### config.mk
export PLATFORM = sky130hd
export DESIGN_NAME = div_32
export DESIGN_NICKNAME = d
export VERILOG_FILES = /design/src/rtl/div_32.sv
export SDC_FILE = /design/constraint.sdc
export NUM_CORES = 1
export LEC_CHECK = 0
export ABC_AREA = 0
export CORE_MARGIN = 2
export CORE_UTILIZATION = 50
export DETAILED_ROUTE_END_ITERATION = 16
export PLACE_DENSITY = 0.86
export SLEW_MARGIN = 20
export SYNTH_ARGS = -nofsm -noshare
export SYNTH_HDL_FRONTEND = slang
export SYNTH_SLANG_ARGS = --single-unit
export TNS_END_PERCENT = 10
### constraint.sdc
create_clock -name clk -period 3.4 [get_ports clk]
set_input_delay 0.85 -clock clk [delete_from_list [all_inputs] [get_ports clk]]
set_output_delay 0.85 -clock clk [all_outputs]
set_load 0.1 [all_outputs]
### src/rtl/div_32.sv
// Sequential unsigned 32-bit restoring divider: one quotient bit per clock
// behind a start/done handshake, with divide-by-zero flagged in one cycle.
package div_32_pkg;
  localparam int unsigned WORDLEN = 32;
  localparam int unsigned CNT_W   = $clog2(WORDLEN);
endpackage

module div_32
  import div_32_pkg::*;
(
  input  logic               clk,
  input  logic               rst_n,
  input  logic               start,
  input  logic [WORDLEN-1:0] dividend,
  input  logic [WORDLEN-1:0] divisor,
  output logic               busy,
  output logic               done,
  output logic [WORDLEN-1:0] quotient,
  output logic [WORDLEN-1:0] remainder,
  output logic               div_by_zero
);

  typedef enum logic [1:0] {
    ST_IDLE,
    ST_CALC,
    ST_DONE
  } state_t;

  state_t             state_q, state_d;
  logic [CNT_W-1:0]   cnt_q, cnt_d;
  logic [WORDLEN-1:0] dvd_q, dvd_d;
  logic [WORDLEN-1:0] dvs_q, dvs_d;
  logic [WORDLEN-1:0] prem_q, prem_d;
  logic [WORDLEN-1:0] quot_d, rem_d;
  logic               dbz_d, busy_d, done_d;

  logic [WORDLEN:0]   trial;
  logic               trial_ge;
  logic [WORDLEN-1:0] step_rem;
  logic [WORDLEN-1:0] step_quo;

  // State and datapath registers
  always_ff @(posedge clk or negedge rst_n) begin
    if (!rst_n) begin
      state_q     <= ST_IDLE;
      cnt_q       <= '0;
      dvd_q       <= '0;
      dvs_q       <= '0;
      prem_q      <= '0;
      quotient    <= '0;
      remainder   <= '0;
      div_by_zero <= 1'b0;
      busy        <= 1'b0;
      done        <= 1'b0;
    end else begin
      state_q     <= state_d;
      cnt_q       <= cnt_d;
      dvd_q       <= dvd_d;
      dvs_q       <= dvs_d;
      prem_q      <= prem_d;
      quotient    <= quot_d;
      remainder   <= rem_d;
      div_by_zero <= dbz_d;
      busy        <= busy_d;
      done        <= done_d;
    end
  end

  // Next state, one restoring step, and registered-output next values
  always_comb begin
    state_d = state_q;
    cnt_d   = cnt_q;
    dvd_d   = dvd_q;
    dvs_d   = dvs_q;
    prem_d  = prem_q;
    quot_d  = quotient;
    rem_d   = remainder;
    dbz_d   = div_by_zero;

    // Extra top bit keeps the compare/subtract from overflowing
    trial    = {prem_q, dvd_q[WORDLEN-1]};
    trial_ge = (trial >= {1'b0, dvs_q});
    step_rem = trial_ge ? WORDLEN'(trial - {1'b0, dvs_q}) : trial[WORDLEN-1:0];
    step_quo = {dvd_q[WORDLEN-2:0], trial_ge};

    case (state_q)
      ST_IDLE: begin
        if (start) begin
          if (divisor != '0) begin
            state_d = ST_CALC;
            dvd_d   = dividend;
            dvs_d   = divisor;
            prem_d  = '0;
            cnt_d   = CNT_W'(WORDLEN - 1);
          end else begin
            state_d = ST_DONE;
            quot_d  = '1;
            rem_d   = dividend;
            dbz_d   = 1'b1;
          end
        end
      end
      ST_CALC: begin
        prem_d = step_rem;
        dvd_d  = step_quo;
        if (cnt_q == '0) begin
          state_d = ST_DONE;
          quot_d  = step_quo;
          rem_d   = step_rem;
          dbz_d   = 1'b0;
        end else begin
          cnt_d = cnt_q - CNT_W'(1);
        end
      end
      ST_DONE: state_d = ST_IDLE;
      default: state_d = ST_IDLE;
    endcase

    busy_d = (state_d == ST_CALC);
    done_d = (state_d == ST_DONE);
  end

endmodule

==> results of run 1 <==
==> layout make-up <==
class / instances / area, sq um / area share
repair buffers: 184 / 1660 / 0.147
multi-input cells: 668 / 4340 / 0.383
well taps: 229 / 287 / 0.0253
flip-flops and latches: 170 / 4250 / 0.376
clock inverters: 14 / 160 / 0.0141
inverters: 50 / 188 / 0.0166
clock buffers: 18 / 439 / 0.0388
==> routing by layer <==
metal  routed length, um  vias up
met5                   0        -
met4                 489        0
met3                2160       50
met2               11800      435
met1               11400     3981
li1                    -     3707
==> logic make-up after synthesis <==
kind of cell / share of synthesized area
compound gates: 0.206
xor+xnor: 0.0234
fa+ha+maj: 0.0482
buf+inv: 0.0475
flops: 0.474
mux: 0.0637
simple gates: 0.137
==> layout by cell type (no fill, tap or decap), drive strengths merged, types with 11 or more instances in the layout <==
master,instances
dfrtp,170
nand2,139
buf,119
nor2,72
clkdlybuf4s50,65
inv,55
o21ai,53
a21oi,46
a31oi,44
ha,33
mux2,33
o22a,32
mux2i,20
clkbuf,18
xnor2,17
o221ai,17
a21o,16
nand4,14
nand3,14
nor4,11
==> cell usage after synthesis (8+ instances only) <==
library cell	count
a211oi_1	9
a21o_1	16
a21oi_1	44
a31oi_1	44
clkbuf_1	40
dfrtp_1	170
ha_1	33
inv_1	49
mux2_2	32
mux2i_1	20
nand2_1	139
nand3_1	14
nand4_1	14
nor2_1	72
nor3_1	8
nor4_1	11
o21a_1	9
o21ai_0	46
o21bai_1	9
o221ai_1	17
o22a_1	32
xnor2_1	17
==> flip-flops by register name (all words and copies together), names as in the netlist <==
name and count:
state_q 2, done 1, dvd_q 32, cnt_q 5
dvs_q 32, div_by_zero 1, prem_q 32, remainder 32
busy 1, quotient 32
==> final timing paths <==
kind / cells after the start / from / endpoint
max in group asynchronous: 2 / rst_n / quotient[21]$_DFFE_PN0P_
hold reg to reg: 1 / quotient[21]$_DFFE_PN0P_ / quotient[21]$_DFFE_PN0P_
setup reg to reg: 12 / dvd_q[31]$_DFFE_PN0P_ / prem_q[28]$_DFFE_PN0P_
hold / removal: 1 / rst_n / quotient[11]$_DFFE_PN0P_
setup / recovery: 12 / dvd_q[31]$_DFFE_PN0P_ / prem_q[28]$_DFFE_PN0P_
min in group clk: 1 / quotient[21]$_DFFE_PN0P_ / quotient[21]$_DFFE_PN0P_
==> metrics by stage <==
| stage | instance area, sq um | setup slack, ns | hold WS, ns | cells |
|---|---|---|---|---|
| floorplan | 8980 | 0.687 | 0.462 | 941 |
| global placement | 10700 | 0.228 | 0.472 | 1300 |
| detailed placement | 10700 | 0.106 | 0.479 | 1300 |
| CTS | 11300 | 0.181 | 0.417 | 1332 |
| global route | 11300 | 0.0245 | 0.446 | 1333 |
| finish | 11300 | 0.128 | 0.402 | 1333 |
==> timing repair <==
action                                  CTS  global route
gates resized for setup                   0             0
hold endpoints to repair                  0             0
endpoints found under the setup margin    0             1
setup buffers                             0             1
==> results.sh, run 1 <==
export IMPL_status="finished, final reports clean"
export IMPL_slew_violations=0
export IMPL_grt_antenna_before_repair=0
export IMPL_drt_wl_total_um=25800
export IMPL_cts_buffers=17
export IMPL_die_area_sq_um=19000
export IMPL_ys_types=64
export IMPL_htreeDepth=4
export IMPL_synth_ff_type="dfrtp_1"
export IMPL_crit_required_ns=3.69
export IMPL_yosys_area_top_type="dfrtp_1"
export IMPL_clock_skew_ns=0.00894
export IMPL_fin_crit_ns=3.27
export IMPL_synth_edf_count=0
export IMPL_cts_sinks=170
export IMPL_first_global_vias=7963
export IMPL_cpPeakStageDelay_ns=0.44
export IMPL_synthesis_nets=1042
export IMPL_antenna_cells=0
export IMPL_finalSetupTns_ns=0
export IMPL_grt_busiest_layer="met2"
export IMPL_ant_nets=0
export IMPL_maxCapViolCount=0
export IMPL_end_kind="register"
export IMPL_hpwl_um=18700
export IMPL_tightest_slew_ns=0.700
export IMPL_ys_warnings_count=0
export IMPL_gr_usage_met2=0.423
export IMPL_drive_gt1_frac=0.179
export IMPL_clkTransAtPathRegs_ns=0.07
export IMPL_path_max_fanout=4
export IMPL_fmax_mhz=306
export IMPL_drtIter0Drc=850
export IMPL_cp_top_family="compound AO/OA/AOI/OAI gates"
export IMPL_hold_viol=0
export IMPL_syn_avg_cell_area_sq_um=9.54
export IMPL_cts_tree="built"
export IMPL_dr_total_vias=8173
export IMPL_root_buffer="clkbuf_16"
export IMPL_worst_path_buf_inv=2
export IMPL_cp_start_kind="register"
export IMPL_crit_chain="inv_1 > ha_1 > inv_1 > fa_1 > nand2_1 > a21oi_1 > o41a_1 > o211ai_1 > a2111oi_0 > a211oi_1 > mux2_1 > o21ai_1"
export IMPL_yosys_area_top_type_share=0.474
export IMPL_r2r_setup_slack_ns=0.13
export IMPL_final_core_utilization=0.637
export IMPL_worstPathArrival_ns=3.56
export IMPL_wire_per_inst_um=19.4
export IMPL_drc=0
export IMPL_ys_seq_area_frac=0.474
export IMPL_firstDrtPassIters=6
export IMPL_synth_top_cells_by_area="dfrtp_1, nand2_1, ha_1, mux2_2, o22a_1"
export IMPL_core_area_sq_um=17800
export IMPL_grt_util_met1=0.401
export IMPL_viasPerCell=6.13
export IMPL_ys_ff_latch=170
export IMPL_insertion_delay_ns=0.44
export IMPL_initial_core_util=0.505
export IMPL_synth_area_sq_um=8980
export IMPL_gp_congestion=0.899
export IMPL_worstSetupPathType="register to register"
export IMPL_nFillCells=1392
export IMPL_grt_setup_unrepaired="no"
export IMPL_syn_to_final_growth_pct=26.1
export IMPL_die_y_um=138
export IMPL_rows=49
export IMPL_setup_viol=0
export IMPL_io_pins=134
export IMPL_crit_path_frequent_cell="inv_1"
export IMPL_grt_start_max_net_pins=68
export IMPL_cts_max_path_buffers=2
export IMPL_port_buffers=133
export IMPL_die_w_um=138
export IMPL_use_met3=0.0513
export IMPL_relSlewSlack=0.521
export IMPL_grt_pass1_wl_um=42300
export IMPL_hold_buffers=0
export IMPL_synthCells=941
export IMPL_final_nets=1192
export IMPL_cp_slowest_cell="o211ai_1"
export IMPL_hold_class="primary input to async pin"
export IMPL_timing_final_crit_share=0.962
export IMPL_grt_ovfl_total=0
export IMPL_grtUsageTotal=0.274
export IMPL_async_flop_share=1.00
Power of run 1 is left out: the tool's default activity adds up to more than one toggle a clock period on the data nets, which glitch-free logic cannot reach.
==> run 2, diff against run 1 <==
==> config.mk (replaced) <==
export PLATFORM = sky130hd
export DESIGN_NAME = div_32
export DESIGN_NICKNAME = d
export VERILOG_FILES = /design/src/rtl/div_32.sv
export SDC_FILE = /design/constraint.sdc
export NUM_CORES = 1
export LEC_CHECK = 0
export ABC_AREA = 1
export CORE_MARGIN = 2
export CORE_UTILIZATION = 57
export DETAILED_ROUTE_END_ITERATION = 16
export PLACE_DENSITY = 0.93
export SLEW_MARGIN = 5
export SYNTH_ARGS = -nofsm -noshare
export SYNTH_HDL_FRONTEND = slang
export SYNTH_SLANG_ARGS = --single-unit
export TNS_END_PERCENT = 10
==> run 2 against run 1 <==
  * Cell count grew 39%
  * Register-to-register slack better by 0.61 ns
  * Count of clock-buffer cells in the layout unchanged
  * Via count rose by 21%
  * Die area is 3.4% higher
  * Clock skew about the same
  * Global-route usage rose by 3.1 points
  * Flip-flop and latch count did not move
  * Maximum frequency up 20%
  * First-iteration DRC count decreased by 6.0%
  * Synthesized cell count grew 60%
  * Worst hold slack got worse by 0.024 ns
==> results.sh, run 2 <==
export IMPL_cts_buffers=17
export IMPL_hpwl_um=21700
export IMPL_rr_worst_depth=15
export IMPL_timing_final_crit_share=0.804
export IMPL_synthMuxAreaShare=0
export IMPL_drc=0
export IMPL_setup_viol=0
export IMPL_synth_top_family_by_area="simple AND/OR/NAND/NOR gates"
export IMPL_synth_top_cells_by_area="dfrtp_1, nand2_1, inv_1, nor2_1, nand3_1"
export IMPL_htreeDepth=4
export IMPL_yosysMostFrequentCell="nand2_1"
export IMPL_status="finished, final reports clean"
export IMPL_synth_simple_area_share=0.360
export IMPL_yosys_area_top_type_share=0.401
export IMPL_synthCells=1506
export IMPL_fmax_mhz=366
export IMPL_synth_area_sq_um=10600
export IMPL_cts_max_path_buffers=2
export IMPL_final_common_cell="nand2_1"
export IMPL_synth_xor_area_frac=0.0124
export IMPL_crit_path_frequent_cell="nor2_1"
export IMPL_ant_nets=0
export IMPL_ys_ff_latch=170
export IMPL_drtIter0Drc=799
export IMPL_synthesis_nets=1607
export IMPL_gr_usage_met2=0.516
export IMPL_timing_rr_end="remainder[1]$_DFFE_PN0P_"
export IMPL_grt_setup_unrepaired="no"
export IMPL_root_buffer="clkbuf_16"
export IMPL_hold_viol=0
export IMPL_insertion_delay_ns=0.44
export IMPL_slew_violations=0
export IMPL_grt_util_met1=0.386
export IMPL_grt_busiest_layer="met2"
export IMPL_cp_slowest_cell="clkdlybuf4s50_1"
export IMPL_first_global_vias=9522
export IMPL_relSlewSlack=0.234
export IMPL_nFillCells=1490
export IMPL_r2r_setup_slack_ns=0.74
export IMPL_ys_warnings_count=0
export IMPL_drt_wl_total_um=29200
export IMPL_crit_required_ns=3.67
export IMPL_port_buffers=133
export IMPL_post_cts_resized=0
export IMPL_finalSetupTns_ns=0
export IMPL_grt_pass1_wl_um=47600
export IMPL_hold_class="primary input to async pin"
export IMPL_grtUsageTotal=0.305
export IMPL_crit_chain="clkdlybuf4s50_1 > nor4_1 > nand3_1 > nor2_1 > a21oi_4 > buf_4 > nor2_1 > a31oi_1"
export IMPL_fin_crit_ns=2.74
export IMPL_syn_avg_cell_area_sq_um=7.04
export IMPL_post_dp_cell_area_sq_um=11900
export IMPL_yosys_area_top_type="dfrtp_1"
export IMPL_die_w_um=140
export IMPL_cpPeakStageDelay_ns=0.42
export IMPL_cp_endpoint="dvd_q[2]$_DFFE_PN0P_"
export IMPL_die_y_um=140
export IMPL_clkTransAtPathRegs_ns=0.07
export IMPL_tightest_slew_ns=1.15
export IMPL_wire_per_inst_um=15.7
export IMPL_synth_compound_area_frac=0.0629
export IMPL_ys_seq_area_frac=0.401
export IMPL_maxCapViolCount=0
export IMPL_io_pins=134
export IMPL_ys_types=36
export IMPL_synth_edf_count=0
export IMPL_antenna_cells=0
export IMPL_viasPerCell=5.34
export IMPL_initial_core_util=0.586
export IMPL_hold_buffers=0
export IMPL_worstPathArrival_ns=3.00
export IMPL_grt_ovfl_total=0
export IMPL_final_nets=1714
export IMPL_dr_total_vias=9909
export IMPL_grt_antenna_before_repair=0
export IMPL_grt_start_max_net_pins=99
export IMPL_core_area_sq_um=18100
export IMPL_firstDrtPassIters=5
export IMPL_cts_tree="built"
export IMPL_path_max_fanout=63
export IMPL_cp_start_kind="primary input"
export IMPL_worstSetupPathType="primary input to register"
export IMPL_synth_ff_type="dfrtp_1"
export IMPL_syn_to_final_growth_pct=18.1
export IMPL_use_met3=0.0472
export IMPL_async_flop_share=1.00
export IMPL_cts_sinks=170
export IMPL_synth_adder_area_share=0.0408
export IMPL_r2r_start="prem_q[22]$_DFFE_PN0P_"
export IMPL_gp_congestion=0.973
export IMPL_clock_skew_ns=0.00851
export IMPL_die_area_sq_um=19700
export IMPL_postCtsSetupRepairBufs=0
export IMPL_synth_top_cells_by_count="nand2_1, inv_1, dfrtp_1, nor2_1, nand3_1"
export IMPL_final_cell_mix="nand2_1, inv_1, dfrtp_1"
export IMPL_rows=49
export IMPL_crit_start="divisor[9]"
export IMPL_drive_gt1_frac=0.128
export IMPL_end_kind="register"
export IMPL_stdcell_area_sq_um=12500
[run 2: cell types whose count changed after synthesis, moves of 20 or more]
| cell | change |
|---|---|
| o22a_1 | -32 |
| inv_1 | +206 |
| mux2i_1 | -20 |
| nand3_1 | +83 |
| or2_2 | +23 |
| nor2_1 | +85 |
| nand2_1 | +299 |
| nand4_1 | +31 |
| nand3_2 | +31 |
| mux2_2 | -32 |
[run 2: cells by family after synthesis]
family,Yosys count
DFF,170
AOI/OAI and AO/OA,124
and+or+nand+nor,840
adders and majority gates,34
xor gates and xnor gates,15
buffers and inverters,323
[run 2: how the worst min path moves through the flow]
stage                              from                  endpoint  slack (ns)  cells past startpoint
2_1_floorplan     dvs_q[16]$_DFFE_PN0P_     dvs_q[16]$_DFFE_PN0P_        0.45                      2
3_3_place_gp    quotient[1]$_DFFE_PN0P_   quotient[1]$_DFFE_PN0P_        0.47                      2
3_5_place_dp   quotient[29]$_DFFE_PN0P_  quotient[29]$_DFFE_PN0P_        0.48                      2
4_1_cts                           rst_n     dvs_q[31]$_DFFE_PN0P_        0.41                      1
5_1_grt                           rst_n     dvs_q[31]$_DFFE_PN0P_        0.43                      1
6_report                          rst_n     dvs_q[31]$_DFFE_PN0P_        0.38                      1
[run 2: layout make-up]
cell class | instances | area [sq um] | area share
clock buffer | 18 | 439 | 0.0351
clock inverter | 14 | 173 | 0.0138
inverter | 267 | 1000 | 0.0801
multi-input combinational | 1013 | 5070 | 0.405
sequential | 170 | 4250 | 0.340
tap | 229 | 287 | 0.0229
timing repair buffer | 144 | 1300 | 0.104
[run 2: metrics by stage]
| stage | setup WS (ns) | std cells | utilization | hold slack, ns |
|---|---|---|---|---|
| floorplan | 1.27 | 1506 | - | 0.453 |
| global placement | 0.370 | 1823 | 0.658 | 0.470 |
| detailed placement | 0.322 | 1823 | 0.658 | 0.477 |
| CTS | 0.662 | 1855 | 0.692 | 0.410 |
| global route | 0.367 | 1855 | 0.692 | 0.428 |
| finish | 0.665 | 1855 | 0.692 | 0.378 |
[run 2: metal layers]
layer,wire [um],vias up
met5,0,-
met4,1300,0
met3,1680,91
met2,14200,362
met1,12000,4559
li1,-,4897
[run 2: critical path, delay by kind of cell]
| kind | cells | cell delay (ns) |
|---|---|---|
| buf+inv | 2 | 0.74 |
| simple gates | 4 | 1.17 |
| compound gates | 2 | 0.21 |
Power of run 2 is left out for the same reason.
==> run 3, diff against run 2 <==
==> constraint.sdc (replaced) <==
create_clock -name clk -period 2.79 [get_ports clk]
set_input_delay 0.6975 -clock clk [delete_from_list [all_inputs] [get_ports clk]]
set_output_delay 0.6975 -clock clk [all_outputs]
set_load 0.1 [all_outputs]
==> run 3 against run 2 <==
  * Design area grew 1.0%
  * Clock skew rose by 0.0032 ns
  * Non-clock buffer count up 11
==> results.sh, run 3 (synthesized netlist as in run 2, its figures left out) <==
export IMPL_grt_start_max_net_pins=99
export IMPL_drive_gt1_frac=0.134
export IMPL_drc=0
export IMPL_insertion_delay_ns=0.44
export IMPL_dr_total_vias=10200
export IMPL_cts_sinks=170
export IMPL_rows=49
export IMPL_ant_nets=0
export IMPL_grtUsageTotal=0.312
export IMPL_post_dp_cell_area_sq_um=12100
export IMPL_worstSetupPathType="register to register"
export IMPL_worst_path_buf_inv=2
export IMPL_drt_wl_total_um=30000
export IMPL_drtIter0Drc=1025
export IMPL_hold_class="primary input to async pin"
export IMPL_core_area_sq_um=18100
export IMPL_antenna_cells=0
export IMPL_status="finished, final reports clean"
export IMPL_port_buffers=133
export IMPL_final_nets=1725
export IMPL_grt_pass1_wl_um=49000
export IMPL_timing_rr_end="remainder[3]$_DFFE_PN0P_"
export IMPL_wire_per_inst_um=16.1
export IMPL_cts_max_path_buffers=2
export IMPL_stdcell_area_sq_um=12600
export IMPL_path_depth=11
export IMPL_cts_buffers=17
export IMPL_cp_top_family="simple AND/OR/NAND/NOR gates"
export IMPL_die_area_sq_um=19700
export IMPL_timing_final_crit_share=0.913
export IMPL_grt_antenna_before_repair=0
export IMPL_initial_core_util=0.586
export IMPL_cp_slowest_cell="ha_1"
export IMPL_worstPathArrival_ns=2.93
export IMPL_slew_violations=0
export IMPL_clock_skew_ns=0.0117
export IMPL_tightest_slew_ns=0.539
export IMPL_hold_viol=0
export IMPL_rr_worst_depth=11
export IMPL_fin_crit_ns=2.55
export IMPL_grt_setup_unrepaired="no"
export IMPL_viasPerCell=5.49
export IMPL_final_cell_mix="nand2_1, inv_1, dfrtp_1"
export IMPL_cp_start_kind="register"
export IMPL_maxCapViolCount=0
export IMPL_hpwl_um=22300
export IMPL_syn_to_final_growth_pct=19.3
export IMPL_first_global_vias=9845
export IMPL_die_y_um=140
export IMPL_grt_ovfl_total=0
export IMPL_clkTransAtPathRegs_ns=0.07
export IMPL_htreeDepth=4
export IMPL_crit_chain="ha_1 > nand2_1 > nor2_1 > inv_1 > nor2_2 > nand3_4 > nand2_8 > nand3_1 > nand3_1 > nand2_1 > inv_1"
export IMPL_root_buffer="clkbuf_16"
export IMPL_fmax_mhz=393
export IMPL_final_core_utilization=0.699
export IMPL_firstDrtPassIters=5
export IMPL_cts_tree="built"
export IMPL_relSlewSlack=0.640
export IMPL_r2r_start="prem_q[20]$_DFFE_PN0P_"
export IMPL_die_w_um=140
export IMPL_io_pins=134
export IMPL_setup_viol=0
export IMPL_r2r_setup_slack_ns=0.24
export IMPL_nFillCells=1465
export IMPL_path_max_fanout=34
export IMPL_crit_required_ns=3.17
export IMPL_end_kind="register"
export IMPL_cpPeakStageDelay_ns=0.44
export IMPL_gp_congestion=0.977
export IMPL_final_common_cell="nand2_1"
export IMPL_hold_buffers=0
## run 3: changes by cell type in the layout (fill, tap and decap cells not counted)
cell	previous run	this run
clkinv_2	0	1
buf_12	4	10
fa_2	0	1
clkinv_8	3	0
fa_1	1	0
buf_4	74	79
clkbuf_8	1	2
## run 3: repair_timing
action | CTS | global route
buffers inserted | 0 | 0
gates resized for setup | 0 | 1
setup endpoints to repair | 0 | 1
## run 3: area by class of cell
cell class | instances | area [sq um] | area share
inverter | 267 | 1000 | 0.0792
sequential | 170 | 4250 | 0.336
clock inverter | 12 | 129 | 0.0102
tap | 229 | 287 | 0.0227
multi-input combinational | 1013 | 5070 | 0.401
timing repair buffer | 155 | 1460 | 0.115
clock buffer | 19 | 453 | 0.0358
## run 3: how the worst max path moves through the flow
stage	slack [ns]	from	end
2_1_floorplan	0.79	dvd_q[31]$_DFFE_PN0P_	remainder[28]$_DFFE_PN0P_
3_3_place_gp	0.001	divisor[9]	dvs_q[8]$_DFFE_PN0P_
3_5_place_dp	-0.05	divisor[9]	dvs_q[8]$_DFFE_PN0P_
4_1_cts	0.22	dvd_q[31]$_DFFE_PN0P_	remainder[28]$_DFFE_PN0P_
5_1_grt	0.04	prem_q[20]$_DFFE_PN0P_	remainder[3]$_DFFE_PN0P_
6_report	0.24	prem_q[20]$_DFFE_PN0P_	remainder[3]$_DFFE_PN0P_
## run 3: metal layers
metal  vias up  global-route usage  wire (um)
li1       4918                   -          -
met1      4753               0.390      11900
met4         0               0.108        965
met5         -                   0          0
met2       485               0.551      15000
met3        82              0.0489       2140
## run 3: metrics by stage
stage,TNS [ns],setup WS [ns],instances,hold slack (ns)
floorplan,0,0.787,1506,0.402
global placement,0,0.00115,1834,0.471
detailed placement,-0.522,-0.0499,1834,0.473
CTS,0,0.221,1865,0.220
global route,0,0.0362,1865,0.236
finish,0,0.243,1865,0.194
Power of run 3 is left out for the same reason.
